`config.mk`:
```
export PLATFORM = sky130hd
export DESIGN_NAME = array_queue_ctrl_flat
export DESIGN_NICKNAME = d
export VERILOG_FILES = /design/src/rtl/array_queue_ctrl_pkg.sv /design/src/rtl/array_queue_ctrl_if.sv /design/src/rtl/array_queue_obuf.sv /design/src/rtl/array_queue_ctrl.sv /design/src/flat_wrapper.sv
export SDC_FILE = /design/constraint.sdc
export NUM_CORES = 1
export LEC_CHECK = 0
export ABC_CLOCK_PERIOD_IN_PS = 33100
export CAP_MARGIN = 25
export CORE_AREA = 5 5 404 406
export CTS_CLUSTER_DIAMETER = 100
export DETAILED_ROUTE_END_ITERATION = 8
export DIE_AREA = 0 0 409 411
export GPL_TIMING_DRIVEN = 0
export PLACE_DENSITY_LB_ADDON = 0.3
export REMOVE_ABC_BUFFERS = 1
export SYNTH_ARGS = -nofsm -noshare
export SYNTH_HDL_FRONTEND = slang
export SYNTH_SLANG_ARGS = --single-unit
```
`constraint.sdc`:
```
create_clock -name clock -period 33.1 [get_ports clock]
set_input_delay 3.31 -clock clock [delete_from_list [all_inputs] [get_ports clock]]
set_output_delay 3.31 -clock clock [all_outputs]
set_load 0.02 [all_outputs]
```
`src/rtl/array_queue_ctrl_pkg.sv`:
```
// array_queue_ctrl_pkg: shared sizes, pointer type and pointer helper for the SRAM-backed queue
// Contents: AQ_DEPTH/AQ_WIDTH defaults, ptr_t ({wrap, idx}), ptr_inc()
package array_queue_ctrl_pkg;
    localparam int AQ_DEPTH = 8;
    localparam int AQ_WIDTH = 256;
    localparam int AQ_AW = $clog2(AQ_DEPTH);
    // wrap bit distinguishes full from empty when the index bits match
    typedef struct packed {
        logic wrap;
        logic [AQ_AW-1:0] idx;
    } ptr_t;
    // DEPTH is a power of two, so a plain increment wraps modulo 2*DEPTH
    function automatic ptr_t ptr_inc(ptr_t p);
        return ptr_t'(p + 1'b1);
    endfunction
endpackage

```
`src/rtl/array_queue_ctrl_if.sv`:
```
// array_queue_ctrl_if: producer/consumer side of the queue
// Signals: flush, enq_valid/enq_ready/enq_bits, deq_valid/deq_ready/deq_bits, count
// Modports: master = producer/consumer, slave = queue
interface array_queue_ctrl_if
    import array_queue_ctrl_pkg::*;
#(
    parameter int DEPTH = AQ_DEPTH,
    parameter int WIDTH = AQ_WIDTH
);
    localparam int CW = $clog2(DEPTH + 2) + 1;
    logic flush;
    logic enq_valid;
    logic enq_ready;
    logic [WIDTH-1:0] enq_bits;
    logic deq_valid;
    logic deq_ready;
    logic [WIDTH-1:0] deq_bits;
    logic [CW-1:0] count;
    modport master (
        output flush, enq_valid, enq_bits, deq_ready,
        input  enq_ready, deq_valid, deq_bits, count
    );
    modport slave (
        input  flush, enq_valid, enq_bits, deq_ready,
        output enq_ready, deq_valid, deq_bits, count
    );
endinterface

```
`src/rtl/array_queue_obuf.sv`:
```
// array_queue_obuf: 2-slot output buffer that hides the SRAM read latency
// Ports: clock, reset (async active-low), flush, capture/cap_data (SRAM read return),
//        deq (head consumed), cnt (occupancy 0..2), valid, head (slot0, registered)
module array_queue_obuf
    import array_queue_ctrl_pkg::*;
#(
    parameter int WIDTH = AQ_WIDTH
) (
    input  logic clock,
    input  logic reset,
    input  logic flush,
    input  logic capture,
    input  logic [WIDTH-1:0] cap_data,
    input  logic deq,
    output logic [1:0] cnt,
    output logic valid,
    output logic [WIDTH-1:0] head
);
    logic [WIDTH-1:0] slot1;
    logic [1:0] tail;
    // tail slot after this cycle's dequeue shift; with cnt=1 and deq it is slot0
    assign tail = cnt - {1'b0, deq};
    assign valid = cnt != 2'd0;
    always_ff @(posedge clock or negedge reset) begin
        if (!reset)
            cnt <= 2'd0;
        else if (flush)
            cnt <= 2'd0;
        else
            cnt <= cnt + {1'b0, capture} - {1'b0, deq};
    end
    // data slots are not reset; cnt alone decides what is valid
    always_ff @(posedge clock) begin
        head  <= (capture && tail == 2'd0) ? cap_data : (deq ? slot1 : head);
        slot1 <= (capture && tail == 2'd1) ? cap_data : slot1;
    end
endmodule

```
`src/rtl/array_queue_ctrl.sv`:
```
// array_queue_ctrl: runs a 1R1W synchronous SRAM as a valid/ready FIFO, 1 enq + 1 deq per cycle
// Ports: clock, reset (async active-low), io (slave side of array_queue_ctrl_if),
//        sram_W0_* (write port), sram_R0_* (read port, data one cycle after en)
// DEPTH must match the package default, which sizes ptr_t.
module array_queue_ctrl
    import array_queue_ctrl_pkg::*;
#(
    parameter int DEPTH = AQ_DEPTH,
    parameter int WIDTH = AQ_WIDTH,
    localparam int AW = $clog2(DEPTH),
    localparam int CW = $clog2(DEPTH + 2) + 1
) (
    input  logic clock,
    input  logic reset,
    array_queue_ctrl_if.slave io,
    output logic sram_W0_en,
    output logic [AW-1:0] sram_W0_addr,
    output logic [WIDTH-1:0] sram_W0_data,
    output logic sram_R0_en,
    output logic [AW-1:0] sram_R0_addr,
    input  logic [WIDTH-1:0] sram_R0_data
);
    ptr_t wptr, rptr;
    logic inflight, enq_fire, deq_fire, rd_issue, full, empty, deq_valid;
    logic [WIDTH-1:0] deq_bits;
    logic [1:0] obuf_cnt;
    logic [AW:0] sram_cnt;
    logic [CW-1:0] obuf_pend;
    assign sram_cnt = wptr - rptr;
    assign full = (wptr.idx == rptr.idx) && (wptr.wrap != rptr.wrap);
    assign empty = wptr == rptr;
    // entries only reach obuf through the SRAM, so SRAM full blocks enq even if obuf has room
    assign io.enq_ready = reset && !full && !io.flush;
    assign enq_fire = io.enq_valid && io.enq_ready;
    assign deq_fire = deq_valid && io.deq_ready && !io.flush;
    // obuf occupancy once the pending capture lands and this cycle's deq leaves
    assign obuf_pend = CW'(obuf_cnt) + CW'(inflight) - CW'(deq_fire);
    // empty ignores the same-cycle write, so a read never hits the address being written
    assign rd_issue = !empty && obuf_pend < CW'(2) && !io.flush;
    assign sram_W0_en = enq_fire;
    assign sram_W0_addr = wptr.idx;
    assign sram_W0_data = io.enq_bits;
    assign sram_R0_en = rd_issue;
    assign sram_R0_addr = rptr.idx;
    assign io.deq_valid = deq_valid;
    assign io.deq_bits = deq_bits;
    assign io.count = CW'(sram_cnt) + CW'(inflight) + CW'(obuf_cnt);
    always_ff @(posedge clock or negedge reset) begin
        if (!reset) begin
            wptr <= '0;
            rptr <= '0;
            inflight <= 1'b0;
        end else if (io.flush) begin
            wptr <= '0;
            rptr <= '0;
            inflight <= 1'b0;
        end else begin
            if (enq_fire)
                wptr <= ptr_inc(wptr);
            if (rd_issue)
                rptr <= ptr_inc(rptr);
            inflight <= rd_issue;
        end
    end
    // flush inside obuf drops a read return that lands in the flush cycle
    array_queue_obuf #(.WIDTH(WIDTH)) u_obuf (
        .clock    (clock),
        .reset    (reset),
        .flush    (io.flush),
        .capture  (inflight),
        .cap_data (sram_R0_data),
        .deq      (deq_fire),
        .cnt      (obuf_cnt),
        .valid    (deq_valid),
        .head     (deq_bits)
    );
    a_no_empty_deq: assert property (@(posedge clock) disable iff (!reset) deq_fire |-> obuf_cnt != 2'd0);
    a_inflight_room: assert property (@(posedge clock) disable iff (!reset)
        inflight |-> (CW'(obuf_cnt) - CW'(deq_fire)) < CW'(2));
    a_sram_cnt: assert property (@(posedge clock) disable iff (!reset) sram_cnt <= (AW+1)'(DEPTH));
endmodule

```
`src/flat_wrapper.sv`:
```
// flat-port wrapper written by rule: the top's interface ports become plain ports
module array_queue_ctrl_flat import array_queue_ctrl_pkg::*;
#(
    parameter int DEPTH = AQ_DEPTH,
    parameter int WIDTH = AQ_WIDTH,
    localparam int AW = $clog2(DEPTH),
    localparam int CW = $clog2(DEPTH + 2) + 1
)
  (clock, reset, sram_W0_en, sram_W0_addr, sram_W0_data, sram_R0_en, sram_R0_addr, sram_R0_data, io_flush, io_enq_valid, io_enq_bits, io_deq_ready, io_enq_ready, io_deq_valid, io_deq_bits, io_count);
  array_queue_ctrl_if #(.DEPTH(DEPTH), .WIDTH(WIDTH)) io_i ();
  input  logic clock;
  input  logic reset;
  output logic sram_W0_en;
  output logic [AW-1:0] sram_W0_addr;
  output logic [WIDTH-1:0] sram_W0_data;
  output logic sram_R0_en;
  output logic [AW-1:0] sram_R0_addr;
  input  logic [WIDTH-1:0] sram_R0_data;
  input wire logic [$bits(io_i.flush)-1:0] io_flush;
  input wire logic [$bits(io_i.enq_valid)-1:0] io_enq_valid;
  input wire logic [$bits(io_i.enq_bits)-1:0] io_enq_bits;
  input wire logic [$bits(io_i.deq_ready)-1:0] io_deq_ready;
  output wire logic [$bits(io_i.enq_ready)-1:0] io_enq_ready;
  output wire logic [$bits(io_i.deq_valid)-1:0] io_deq_valid;
  output wire logic [$bits(io_i.deq_bits)-1:0] io_deq_bits;
  output wire logic [$bits(io_i.count)-1:0] io_count;
  assign io_i.flush = io_flush;
  assign io_i.enq_valid = io_enq_valid;
  assign io_i.enq_bits = io_enq_bits;
  assign io_i.deq_ready = io_deq_ready;
  assign io_enq_ready = io_i.enq_ready;
  assign io_deq_valid = io_i.deq_valid;
  assign io_deq_bits = io_i.deq_bits;
  assign io_count = io_i.count;
  array_queue_ctrl #(.DEPTH(DEPTH), .WIDTH(WIDTH)) u_core (.clock(clock), .reset(reset), .io(io_i), .sram_W0_en(sram_W0_en), .sram_W0_addr(sram_W0_addr), .sram_W0_data(sram_W0_data), .sram_R0_en(sram_R0_en), .sram_R0_addr(sram_R0_addr), .sram_R0_data(sram_R0_data));
endmodule
```
# Yosys cells after proc, flatten, opt, wreduce, memory -nomap -nowiden
# Index checks and enable logic that the tools add are counted.
dict set report totals {
  mem_bits_ro 0
  latchBits 0
  output_inout_bits 527
  mem_count 0
  ramBits 0
  regBits 523
}
dict set report classes {
  bitwise_logic 0
  div_mod_pow 0
  muxes 8
  addsub 10
  n_reduce_logical 18
  shifts 0
  order_cmp 1
  n_mul 0
  n_eq_ne 4
}
# op n
set op_table {}
lappend op_table {{256-bit 2-to-1 mux} 2}
lappend op_table {{4-bit 2-to-1 mux} 4}
lappend op_table {{1-bit logical AND} 10}
lappend op_table {{4-bit by 1-bit adder with 4-bit output, second input constant} 2}
lappend op_table {{2-bit nonzero test} 4}
lappend op_table {{4-bit by 1-bit adder with 5-bit output} 1}
lappend op_table {{5-bit by 2-bit adder with 5-bit output} 1}
lappend op_table {{5-bit by 2-bit < comparator with 1-bit output, second input constant} 1}
lappend op_table {{5-bit by 1-bit subtractor with 5-bit output} 1}
lappend op_table {{4-bit equality test} 1}
lappend op_table {{2-bit by 1-bit subtractor with 2-bit output} 2}
lappend op_table {{4-bit subtractor} 1}
lappend op_table {{2-bit by 1-bit adder with 3-bit output} 1}
lappend op_table {{3-bit equality test} 1}
lappend op_table {{1-bit logical NOT} 3}
lappend op_table {{2-bit by 1-bit adder with 2-bit output} 1}
lappend op_table {{2-bit by 1-bit equality test with 1-bit output, second input constant} 1}
lappend op_table {{2-bit logical NOT} 1}
lappend op_table {{2-bit 2-to-1 mux} 1}
lappend op_table {{1-bit 2-to-1 mux} 1}
lappend op_table {{1-bit inequality test} 1}

# Logic depth before layout (Yosys ltp)
dict set report logic_depth {
  word_depth 9
  ltp_mapped 9
  depth_no_buf 9
}

# Hierarchy
# Synthesis repeated with hierarchy kept, for this count alone.
dict set report hier_totals {
  hier_cells 1160
  area_unflattened_um2 22556.6
}
# mod instances area_each_um2 cells_per_inst
set modules_own_cells {}
lappend modules_own_cells {array_queue_obuf 1 19780.2 813}
lappend modules_own_cells {array_queue_ctrl 1 2776.4 347}

# Worst setup path before layout
# OpenSTA, ideal clock, no wires.
dict set report synth_timing {
  kind {input to register}
  start {in io_flush}
  end {reg u_core.u_obuf.slot1[0], enable pin}
  setup_time_ns 0.880
  arrival_time_ns 14.829
  cell_stages 7
  path_slack_ns 17.391
  n_path_buf 0
  path_cell_list {nand2b_1 or2_2 inv_1 ha_1 xnor2_1 nand2_1 nor2_1}
}
dict set report synth_via {
  elab_chain_len 5
}
# item line_no
set synth_lines {}
lappend synth_lines {{start, declared} flat_wrapper.sv:19} ;# input wire logic [$bits(io_i.flush)-1:0] io_flush;
lappend synth_lines {{1-bit logical NOT} array_queue_ctrl.sv:35} ;# assign deq_fire = deq_valid && io.deq_ready && !io.flush;
lappend synth_lines {{1-bit logical AND} array_queue_ctrl.sv:35}
lappend synth_lines {{2-bit by 1-bit subtractor with 2-bit output} array_queue_obuf.sv:22} ;# assign tail = cnt - {1'b0, deq};
lappend synth_lines {{2-bit by 1-bit equality test with 1-bit output} array_queue_obuf.sv:35} ;# slot1 <= (capture && tail == 2'd1) ? cap_data : slot1;
lappend synth_lines {{1-bit logical AND} array_queue_obuf.sv:35}
lappend synth_lines {{end signal, assigned} array_queue_obuf.sv:35}
lappend synth_lines {{end, declared} array_queue_obuf.sv:19} ;# logic [WIDTH-1:0] slot1;
# No other way between the ends.
# A chain may end at the register's enable or synchronous reset.

# Worst setup path after layout
dict set report layout_timing {
  start {in io_flush}
  end {out sram_R0_en}
}
dict set report layout_via {
  elab_chain_len 6
}
# item line_no
set layout_lines {}
lappend layout_lines {{1-bit logical NOT *} {array_queue_ctrl.sv:35, array_queue_ctrl.sv:39}}
lappend layout_lines {{1-bit logical AND} array_queue_ctrl.sv:35}
lappend layout_lines {{5-bit by 1-bit subtractor with 5-bit output} array_queue_ctrl.sv:37} ;# assign obuf_pend = CW'(obuf_cnt) + CW'(inflight) - CW'(deq_fire);
lappend layout_lines {{5-bit by 2-bit < comparator with 1-bit output} array_queue_ctrl.sv:39} ;# assign rd_issue = !empty && obuf_pend < CW'(2) && !io.flush;
lappend layout_lines {{1-bit logical AND} array_queue_ctrl.sv:39}
lappend layout_lines {{1-bit logical AND *} array_queue_ctrl.sv:39}
lappend layout_lines {{end, declared} flat_wrapper.sv:16} ;# output logic sram_R0_en;
# Mark *: on every way between the ends. The rest lies on a longest branch, timed or not.

==> flow_summary.yaml <==
critical_path:
  critPathKind: "input pin to output port"
  critPathMaxStageDelay_ns: 0.73
  crit_top_cell: "clkdlybuf4s50_1"
  crit_family: "buffers and inverters"
  end_kind: "output port"
  crit_arrival_ns: 6.47
  crit_chain: "clkdlybuf4s50_1 > nand2b_1 > or3_1 > fa_1 > a211o_1 > nor3_1 > clkdlybuf4s50_1"
  path_max_fanout: 17
  required_ns: 29.79
  worst-path-buf-inv: 2
  cp-start-kind: "input pin"
  slowest_stage: "clkdlybuf4s50_1"
floorplanning:
  dieWidth_um: 409
  die_h_um: 411
  die_area_mm2: 0.168
  start_util_pct: 13.4
  ios: 1044
  num_rows: 147
  core_mm2: 0.159
routing:
  drcViolationCount: 0
  post_drt_wl_per_cell_um: 43.9
  num_vias: 13000
  drt_iter0_drc: 1376
  avgViaCountPerCell: 3.56
  dr.pass1.iters: 5
  postRouteWirelength_um: 160000
  ant_nets: 0
cells_and_area:
  fin_util_pct: 18.8
  fillers: 17000
  num-nets-final: 2031
  area_delta_synth_final_pct: 40.1
  drive_above_1_share_pct: 24.7
  postLayoutCellArea_mm2: 0.0299
synthesis:
  syn_area_mm2: 0.0213
  yosysUniqueCellTypes: 32
  ys_async_sr_fraction_pct: 2.10
  synthCells: 1164
  ys.flop_type: "edfxtp_1"
  synth-seq-cells: 523
  synth_edf_count: 512
  synth_top_area_share_pct: 72.0
  seq_area_frac_synth_pct: 73.3
  synth_area_leaders: "edfxtp_1, mux2_2, buf_4, dfrtp_1, ha_1"
  yosysWarnings: 0
  syn_area_per_cell_um2: 18.3
  synth_common_cells: "edfxtp_1, buf_4, mux2_2"
  yosysMostFrequentCell: "edfxtp_1"
  synth_top_area_cell: "edfxtp_1"
placement:
  numPortBuffers: 531
  place_area_mm2: 0.0277
  gp_congestion: 0.872
  post-dp-hpwl_um: 136000
  dp_slack_ns: 23.31
grt:
  gr-total-overflow: 0
  grt_start_max_net_pins: 64
  grtUsageTotal_pct: 18.2
  antenna_found_initial: 30
  grt_pass1_vias: 12500
  grt_pass1_wl_um: 187000
sta:
  hold_ws_ns: 0.524
  finClkSkew_ns: 0.0359
  hold_viol: 0
  max_freq_mhz: 102
  maxSlewHeadroom_pct: 36.8
  setup_viol: 0
  grt_setup_unrepaired: "false"
  worst_pin_slew_ns: 0.948
  final_max_slew_viol_count: 0
  fin_ws_ns: 23.32
  fin_crit_ns: 9.78
  fin_crit_sh_pct: 29.5
clocking:
  clock_latency_ns: 0.68
  cts_max_path_buffers: 3
  clk_pin_slew_ns: 0.06
  cts_root_buf: "clkbuf_16"
  cts_tree: "done"
  cts_buffers: 70
  cts_sinks: 523
  cts_setup_buffers: 0
  hold_buffers: 0
  ctsResizeCount: 0
  htreeDepth: 3
pwr:
  power_w: 0.00259
  ir_drop_mv: 0.0359
  power.density_mw_per_mm2: 86.5
  p_leak_nw: 9.61
run_status:
  status: "complete, no violations"
hold_path:
  hold_class: "flip-flop to flip-flop"
flow_run:
  maxCapViolations: 0
==> layout make-up <==
cell class	instances	area, um^2	share of cell area (%)
sequential	523	15700	52.3
multi-input combinational	332	3550	11.9
antenna	7	17.5	0.0586
inverter	18	67.6	0.226
tap	2086	2610	8.73
clock buffer	81	1790	5.99
timing repair buffer	551	5790	19.4
clock inverter	43	437	1.46
==> worst paths after layout <==
kind	to	slack (ns)	startpoint	cells after the start
worst min register to register	u_core.u_obuf.head[125]$_DFFE_PP_	0.52	u_core.u_obuf.slot1[125]$_DFFE_PP_	1
worst max register to register	u_core.u_obuf.head[215]$_DFFE_PP_	28.60	u_core.u_obuf.cnt[1]$_DFF_PN0_	10
worst max-delay path	sram_R0_en	23.32	io_flush	7
worst min-delay path	u_core.u_obuf.head[125]$_DFFE_PP_	0.52	u_core.u_obuf.slot1[125]$_DFFE_PP_	1
max in group asynchronous	u_core.u_obuf.cnt[1]$_DFF_PN0_	29.64	reset	1
min in group asynchronous	u_core.wptr[3]$_DFFE_PN0P_	3.05	reset	1
==> power breakdown <==
group          switching [W]  internal [W]  leakage, nW  total (W)
Clock               0.000314      0.000433         1.09   0.000747
Sequential         0.0000480      0.000951         4.83   0.000999
Combinational       0.000461      0.000380         3.70   0.000842
Total               0.000824       0.00176         9.61    0.00259
==> sequential cells by signal (all words and copies together), names as in the netlist <==
signal and count:
u_core.inflight 1, u_core.rptr 1, u_core.sram_R0_addr 3, u_core.sram_W0_addr 3
u_core.u_obuf.cnt 2, u_core.u_obuf.head 256, u_core.u_obuf.slot1 256, u_core.wptr 1
==> through the flow <==
step           TNS (ns)  std cells
4_1_cts               0       3634
5_1_grt               0       3635
3_3_place_gp   -1933.25       3490
3_5_place_dp          0       3510
2_1_floorplan         0        873
6_report              0       3641
==> logic make-up (layout without fill, tap and decap cells) <==
kind of cell             after synthesis  after routing  share of synthesized area (%)
adder cells (fa/ha/maj)               18             18                           1.20
buffers and inverters                309            693                           10.2
multiplexers                         259            259                           13.7
AND/OR/NAND/NOR                       33             33                          0.844
AO/OA/AOI/OAI                         11             11                          0.340
other                                  0              7                              0
flip-flops                           523            523                           73.3
XOR/XNOR                              11             11                          0.451
==> routing by layer <==
layer / GRT usage [%] / wire length [um] / vias up
li1: - / - / 4800
met1: 13.4 / 41100 / 6216
met2: 25.1 / 63800 / 1660
met3: 26.2 / 46800 / 206
met4: 5.04 / 4920 / 70
met5: 12.2 / 3200 / -
==> layout by cell type (no fill, tap or decap), types with 5 or more instances in the layout <==
cell	instances
clkdlybuf4s50_1	531
edfxtp_1	512
mux2_2	258
clkbuf_16	70
inv_1	18
ha_1	14
clkinv_1	14
nor2_1	11
clkbuf_1	11
dfrtp_1	11
buf_16	10
buf_12	10
diode_2	7
xnor2_1	7
clkinv_4	5
bufinv_16	5
inv_6	5
clkinv_2	5
No activity file was read; power rests on OpenSTA's default activity.
